**src/rtl/kalman_pkg.sv**
```systemverilog
// kalman_pkg: shared FSM encoding, accumulator sizing and fixed-point writeback.
// Build option: SATURATE_EN clamps writeback instead of wrapping.
`default_nettype none

package kalman_pkg;

  typedef enum logic [2:0] {
    IDLE      = 3'd0,
    PRED_MAC  = 3'd1,
    PRED_DONE = 3'd2,
    INNOV_MAC = 3'd3,
    CORR_MAC  = 3'd4,
    UPD_DONE  = 3'd5
  } est_state_t;

  // Upper bound on any accumulator this package is asked to round.
  localparam int ACC_W_MAX = 128;

  function automatic int acc_width(input int w, input int terms);
    return 2 * w + $clog2(terms) + 1;
  endfunction

  // Returns acc >>> f reduced to a w-bit value in the low bits of the result.
  function automatic logic [ACC_W_MAX-1:0] fx_round(
    input logic signed [ACC_W_MAX-1:0] acc,
    input int                          f,
    input int                          w
  );
    logic signed [ACC_W_MAX-1:0] sh;
`ifdef SATURATE_EN
    logic signed [ACC_W_MAX-1:0] hi;
    logic signed [ACC_W_MAX-1:0] lo;
`endif
    sh = acc >>> f;
`ifdef SATURATE_EN
    hi = ~({ACC_W_MAX{1'b1}} << (w - 1));
    lo = ~hi;
    if (sh > hi) begin
      sh = hi;
    end else if (sh < lo) begin
      sh = lo;
    end
`else
    sh = sh & ~({ACC_W_MAX{1'b1}} << w);
`endif
    return sh;
  endfunction

endpackage

`default_nettype wire

```
**src/rtl/fixed_point_mac.sv**
```systemverilog
// fixed_point_mac: registered multiply-accumulate with preload, add/subtract
// select and a WIDTH-bit writeback of the value being accumulated this cycle.
`default_nettype none

module fixed_point_mac
  import kalman_pkg::*;
#(
  parameter int WIDTH = 16,
  parameter int F     = 0,
  parameter int ACC_W = 2 * 16 + 4
) (
  input  logic             clk,
  input  logic             reset,
  input  logic             clk_en,
  input  logic             en,
  input  logic             clear,
  input  logic             sub,
  input  logic [ACC_W-1:0] preload,
  input  logic [WIDTH-1:0] a,
  input  logic [WIDTH-1:0] b,
  output logic [WIDTH-1:0] wb
);

  logic [ACC_W-1:0]     acc;
  logic [ACC_W-1:0]     acc_base;
  logic [ACC_W-1:0]     acc_next;
  logic [2*WIDTH-1:0]   prod;
  logic [ACC_W-1:0]     prod_ext;
  logic [ACC_W_MAX-1:0] acc_wide;

  // Operands sign-extended to full product width so an unsigned multiply
  // yields the exact two's-complement product.
  assign prod     = {{WIDTH{a[WIDTH-1]}}, a} * {{WIDTH{b[WIDTH-1]}}, b};
  assign prod_ext = {{(ACC_W-2*WIDTH){prod[2*WIDTH-1]}}, prod};
  assign acc_base = clear ? preload : acc;
  assign acc_next = sub ? (acc_base - prod_ext) : (acc_base + prod_ext);
  assign acc_wide = {{(ACC_W_MAX-ACC_W){acc_next[ACC_W-1]}}, acc_next};
  assign wb       = WIDTH'(fx_round(acc_wide, F, WIDTH));

  always_ff @(posedge clk or negedge reset) begin
    if (!reset) begin
      acc <= '0;
    end else if (clk_en && en) begin
      acc <= acc_next;
    end
  end

endmodule

`default_nettype wire

```
**src/rtl/state_estimate_updater.sv**
```systemverilog
// state_estimate_updater: Kalman predict/update of x_est on one time-shared MAC.
// Build option: SATURATE_EN selects clamping writeback (see kalman_pkg).
`default_nettype none

module state_estimate_updater
  import kalman_pkg::*;
#(
  parameter int WIDTH     = 16,
  parameter int intDigits = 16,
  parameter int nos       = 4,
  parameter int noo       = 2,
  parameter int noi       = 1
) (
  input  logic                               clk,
  input  logic                               reset,
  input  logic                               clk_en,
  input  logic                               Init,
  input  logic                               Start_Prediction,
  input  logic                               Start_Update,
  input  logic [nos-1:0][nos-1:0][WIDTH-1:0] A,
  input  logic [nos-1:0][noi-1:0][WIDTH-1:0] B,
  input  logic [noo-1:0][nos-1:0][WIDTH-1:0] C,
  input  logic [nos-1:0][noo-1:0][WIDTH-1:0] K,
  input  logic [noi-1:0][WIDTH-1:0]          u,
  input  logic [noo-1:0][WIDTH-1:0]          y,
  input  logic [nos-1:0][WIDTH-1:0]          x0,
  output logic [nos-1:0][WIDTH-1:0]          x_est,
  output logic                               end_Prediction_x,
  output logic                               end_Update_x,
  output logic                               busy
);

  localparam int F     = WIDTH - intDigits;
  localparam int ACC_W = acc_width(WIDTH, nos + noi);
  localparam int CW    = $clog2(nos + noi + noo + 1);

  est_state_t state, next_state;

  logic [CW-1:0]             row, col;
  logic [CW-1:0]             last_row, last_col;
  logic                      col_last, row_last, done_mac;
  logic                      mac_en, sub;
  logic [ACC_W-1:0]          preload;
  logic [WIDTH-1:0]          a_sel, b_sel, wb;
  logic [nos-1:0][WIDTH-1:0] xp;
  logic [noo-1:0][WIDTH-1:0] e;

  function automatic logic [ACC_W-1:0] scale_up(input logic [WIDTH-1:0] v);
    return {{(ACC_W-WIDTH){v[WIDTH-1]}}, v} << F;
  endfunction

  // Operand routing for the current (row, col) of the active MAC phase.
  always_comb begin
    a_sel    = '0;
    b_sel    = '0;
    preload  = '0;
    sub      = 1'b0;
    mac_en   = 1'b0;
    last_col = '0;
    last_row = '0;
    case (state)
      PRED_MAC: begin
        mac_en   = 1'b1;
        last_col = CW'(nos + noi - 1);
        last_row = CW'(nos - 1);
        for (int r = 0; r < nos; r++) begin
          for (int c = 0; c < nos; c++) begin
            if (row == CW'(r) && col == CW'(c)) begin
              a_sel = A[r][c];
              b_sel = x_est[c];
            end
          end
          for (int c = 0; c < noi; c++) begin
            if (row == CW'(r) && col == CW'(nos + c)) begin
              a_sel = B[r][c];
              b_sel = u[c];
            end
          end
        end
      end
      INNOV_MAC: begin
        mac_en   = 1'b1;
        sub      = 1'b1;
        last_col = CW'(nos - 1);
        last_row = CW'(noo - 1);
        for (int r = 0; r < noo; r++) begin
          if (row == CW'(r)) preload = scale_up(y[r]);
          for (int c = 0; c < nos; c++) begin
            if (row == CW'(r) && col == CW'(c)) begin
              a_sel = C[r][c];
              b_sel = xp[c];
            end
          end
        end
      end
      CORR_MAC: begin
        mac_en   = 1'b1;
        last_col = CW'(noo - 1);
        last_row = CW'(nos - 1);
        for (int r = 0; r < nos; r++) begin
          if (row == CW'(r)) preload = scale_up(xp[r]);
          for (int c = 0; c < noo; c++) begin
            if (row == CW'(r) && col == CW'(c)) begin
              a_sel = K[r][c];
              b_sel = e[c];
            end
          end
        end
      end
      default: ;
    endcase
  end

  assign col_last = (col == last_col);
  assign row_last = (row == last_row);
  assign done_mac = mac_en && col_last && row_last;

  always_comb begin
    next_state = state;
    case (state)
      IDLE, PRED_DONE, UPD_DONE: begin
        if (state == IDLE && Init)  next_state = IDLE;
        else if (Start_Prediction)  next_state = PRED_MAC;
        else if (Start_Update)      next_state = INNOV_MAC;
        else                        next_state = IDLE;
      end
      PRED_MAC:  if (done_mac) next_state = PRED_DONE;
      INNOV_MAC: if (done_mac) next_state = CORR_MAC;
      CORR_MAC:  if (done_mac) next_state = UPD_DONE;
      default:   next_state = IDLE;
    endcase
  end

  always_ff @(posedge clk or negedge reset) begin
    if (!reset) begin
      state <= IDLE;
    end else if (clk_en) begin
      state <= next_state;
    end
  end

  always_ff @(posedge clk or negedge reset) begin
    if (!reset) begin
      row   <= '0;
      col   <= '0;
      xp    <= '0;
      e     <= '0;
      x_est <= '0;
    end else if (clk_en) begin
      if (mac_en) begin
        if (col_last) begin
          col <= '0;
          row <= row_last ? '0 : row + 1'b1;
        end else begin
          col <= col + 1'b1;
        end
      end else begin
        row <= '0;
        col <= '0;
      end

      if (state == IDLE && Init) x_est <= x0;

      // The last prediction row lands in xp and x_est on the same edge so the
      // estimate is valid while end_Prediction_x is high.
      if (state == PRED_MAC && col_last) begin
        for (int k = 0; k < nos; k++) begin
          if (row == CW'(k)) xp[k] <= wb;
        end
        if (row_last) begin
          for (int k = 0; k < nos - 1; k++) x_est[k] <= xp[k];
          x_est[nos-1] <= wb;
        end
      end

      if (state == INNOV_MAC && col_last) begin
        for (int k = 0; k < noo; k++) begin
          if (row == CW'(k)) e[k] <= wb;
        end
      end

      if (state == CORR_MAC && col_last) begin
        for (int k = 0; k < nos; k++) begin
          if (row == CW'(k)) x_est[k] <= wb;
        end
      end
    end
  end

  fixed_point_mac #(
    .WIDTH (WIDTH),
    .F     (F),
    .ACC_W (ACC_W)
  ) u_mac (
    .clk     (clk),
    .reset   (reset),
    .clk_en  (clk_en),
    .en      (mac_en),
    .clear   (col == '0),
    .sub     (sub),
    .preload (preload),
    .a       (a_sel),
    .b       (b_sel),
    .wb      (wb)
  );

  assign busy             = (state == PRED_MAC) || (state == INNOV_MAC) || (state == CORR_MAC);
  assign end_Prediction_x = (state == PRED_DONE);
  assign end_Update_x     = (state == UPD_DONE);

endmodule

`default_nettype wire

```
**config.mk**
```make
export PLATFORM = sky130hd
export DESIGN_NAME = state_estimate_updater
export DESIGN_NICKNAME = d
export VERILOG_FILES = /design/src/rtl/kalman_pkg.sv /design/src/rtl/fixed_point_mac.sv /design/src/rtl/state_estimate_updater.sv
export SDC_FILE = /design/constraint.sdc
export NUM_CORES = 1
export LEC_CHECK = 0
export ABC_AREA = 1
export CAP_MARGIN = 20
export CORE_UTILIZATION = 30
export CTS_BUF_LIST = sky130_fd_sc_hd__clkbuf_16
export DETAILED_ROUTE_END_ITERATION = 10
export PLACE_DENSITY_LB_ADDON = 0.3
export SETUP_SLACK_MARGIN = 0.4
export SYNTH_ARGS = -nofsm -noshare
export SYNTH_HDL_FRONTEND = slang
export SYNTH_HIERARCHICAL = 1
export SYNTH_SLANG_ARGS = --single-unit
```
**constraint.sdc**
```tcl
create_clock -name clk -period 11.06 [get_ports clk]
set_clock_uncertainty 0.05 [all_clocks]
set_input_delay 1.106 -clock clk [delete_from_list [all_inputs] [get_ports clk]]
set_output_delay 1.106 -clock clk [all_outputs]
set_load 0.01 [all_outputs]
```
==> metrics.md <==
| Metric | Value |
|---|---|
| Num rows | `about 110` |
| Compound-Gate Fraction of Synth Area | `about a quarter` |
| Max-cap violation count | `0` |
| Initial core utilization | `a little under a third` |
| Hold Vio Cnt, Final | `0` |
| Avg Cell Area, Syn | `around 5.7 sq um` |
| Synth Warn # | `6` |
| Max Slew Vio Count | `0` |
| Simple-Gate Fraction of Synth Area | `29.50%` |
| Non-Filler Cell Area, Final | `0.03746 sq mm` |
| Startpoint types | `flip-flop` |
| Die width | `about 300 um` |
| Final period util | `91.69%` |
| Most frequent cell after synthesis | `nand2_1` |
| Least-Margin Pin Slew | `around 1.1 ns` |
| Sequential Area | `approximately 0.0046 sq mm` |
| Xor and xnor fraction of the mapped netlist area | `1.655%` |
| Dominant cells by area after synthesis | `nand2_1, dfrtp_1, o21ai_0, inv_1, fa_1` |
| Clock Root Buffer | `clkbuf_16` |
| Slowest CP cell | `o311ai_1` |
| # IOs | `~760` |
| DRT Wirelength | `around 160000 um` |
| Layout cells sized above 1 | `under 10%` |
| Fin util | `a little over two fifths` |
| Detailed Place HPWL | `around 120000 um` |
| Routability cong. | `about 1.0` |
| Clock tree buffer depth | `2` |
| Overall global routing resource usage | `between 30% and 40%` |
| CP arrival | `between 10 and 15 ns` |
| Worst-Skew Late Latency | `~0.45 ns` |
| TritonCTS clock tree | `built` |
| Sequential cell area fraction in the yosys report | `about 17%` |
| DR vias | `35190` |
| Synth cell count leaders | `nand2_1, inv_1, o21ai_0` |
| CTS buffer count | `17` |
| Worst slew margin | `27.82%` |
| Post-synthesis cell count | `around 4800` |
| Final nets | `6257` |
| Worst-path fanout max | `16` |
| WS Path Type | `reg2reg` |
| Area of the mapped netlist | `0.02715 sq mm` |
| Multiplexer area fraction after synthesis | `less than 1%` |
| Share of the synthesized area in the top cell type | `21.63%` |
| Area growth syn-to-layout | `38.01%` |
| Syn Nets | `about 5600` |
| Filler cells | `9513` |
| EDFF count, synth | `0` |
| First-pass GRT wire length | `about 220000 um` |
| Cell variety after synth | `between 50 and 60` |
| CP Capture Type | `flip-flop` |
| DR WL/cell | `roughly 24 um` |
| Clk sinks | `between 150 and 200` |
| DR vias/cell | `between 5 and 6` |
| Final non-filler cell total | `about 6600` |
| Antenna viol nets, final | `0` |
| Initial antenna violation count | `13` |
| Die area | `about 0.09 sq mm` |
| Total grt overflow | `0` |
| Initial DRC count | `between 4000 and 5000` |
| Multi-input gate area | `roughly 0.018 sq mm` |
| Die H | `between 300 and 400 um` |
| Dpl cells | `~6500` |
| Placed Area | `between 0.03 and 0.04 sq mm` |
| Number of global-route vias before repair | `32890` |
| Hold Crit Class | `reg2reg` |
| Endpoints failing setup | `0` |
| Largest net degree at the start of global routing | `between 90 and 100` |
| Drt drc | `0` |
| Drt pass-1 iters | `9` |
| Leading area contributor after synthesis | `nand2_1` |
| Ys flop type | `dfrtp_1` |
| Setup TNS | `0 ns` |
| Final critical-path required period | `between 10 and 15 ns` |
| Status | `finished clean` |
| Synthesized flop and latch total | `approximately 190` |
| Max frequency | `98.61 MHz` |
| Adder-Cell Fraction of Synth Area | `under 10%` |
| Unrepaired setup endpoints after global routing | `false` |
| WP data required | `11.35 ns` |
| Largest family of logic cells by synthesized area | `simple AND/OR/NAND/NOR gates` |
| FFs w/ async S/R, synth | `between 90% and 100%` |
| PortBufs | `760` |
| Clock transition at the registers of the reported paths | `0.08 ns` |
| # H-tree levels | `4` |
| Slowest cell delay on critical path | `just over 0.6 ns` |
| Area of the core | `approximately 0.089 sq mm` |
## state kept, by name, indices dropped and copies added (netlist names)
register	count
col	3
x_est	64
xp	64
state	3
row	3
e	32
u_mac/acc	16
## critical path: cells and delay by family (launching register included)
family,cells,cell delay (ns)
adders and majority gates,9,3.61
AOI/OAI and AO/OA,8,1.83
DFF,1,0.43
and+or+nand+nor,14,1.66
xor gates and xnor gates,3,0.87
buffers and inverters,13,1.57
## cells in the final DEF (no fill, tap or decap), types with 10 or more instances in the layout
cell             count
a22oi_1             49
o311ai_0            17
inv_2               24
nand2_1           1549
o21ai_0            578
nor2_1             204
a21oi_1            268
nand4_1             10
o22ai_1             13
buf_4              153
dfrtp_1            185
ha_1                85
nand3_1            175
a211oi_1            14
o21bai_1            17
nor2_2              11
buf_12              19
o21ai_1             23
o211ai_1           124
nor2_4              13
o221ai_1            37
inv_1              756
fa_1                80
nand2_2             12
a31oi_1             39
xor2_1              28
a31o_2              16
or2_2               12
clkbuf_16           18
xnor2_1             12
clkdlybuf4s50_1    759
## kinds of logic (layout without fill, tap and decap cells)
| group | after synthesis | count (layout) |
|---|---|---|
| xor gates and xnor gates | 47 | 47 |
| AOI/OAI and AO/OA | 1226 | 1226 |
| buffers and inverters | 1107 | 1765 |
| other | 0 | 7 |
| and+or+nand+nor | 2017 | 2018 |
| DFF | 185 | 185 |
| muxes | 1 | 1 |
| adders and majority gates | 167 | 167 |
## what timing repair did
item	in CTS	in global routing
gates resized for setup	2	73
setup buffers	0	6
hold buffers	0	0
gates cloned	0	2
pin swaps	0	4
setup endpoints to repair	12	66
## stage by stage
step	hold WS [ns]	setup slack, ns
floorplan	0.3937	2.216
global placement	0.4106	0.2120
detailed placement	0.4155	0.1984
CTS	0.4330	0.4868
global route	0.4593	0.3831
finish	0.4348	0.9193
## metal layers
layer | vias to the layer above | wire, um | part of all wire [%] | track usage, %
li1 | 16460 | - | - | -
met1 | 16190 | 63280 | 40 | 42.09
met2 | 2158 | 68480 | 43 | 50.47
met3 | 378 | 16850 | 11 | 7.827
met4 | 2 | 9338 | 5.9 | 17.78
met5 | - | 13 | 0.0082 | 0
## final cells by class
cell class,instances,share of cell area (%)
Clock buffer,17,1.135
Sequential cell,185,12.36
Clock inverter,15,0.4776
Multi-Input combinational cell,3459,49.29
Timing Repair Buffer,943,24.82
Inverter,790,7.985
Antenna cell,7,0.04676
Tap cell,1165,3.891
## worst paths after layout
check                         startpoint            end  slack, ns  depth (start not counted)
min reg2reg                u_mac/acc[15]  u_mac/acc[15]       0.43                          2
max                               row[1]          e[13]       0.92                         47
min                        u_mac/acc[15]  u_mac/acc[15]       0.43                          2
max in group asynchronous          reset          e[13]       8.23                          3
max reg2reg                       row[1]          e[13]       0.92                         47
min in group asynchronous          reset         xp[43]       0.57                          1
Power is not shown: default switching activity piles up to over one toggle a cycle in this logic, so the estimate is an artifact.
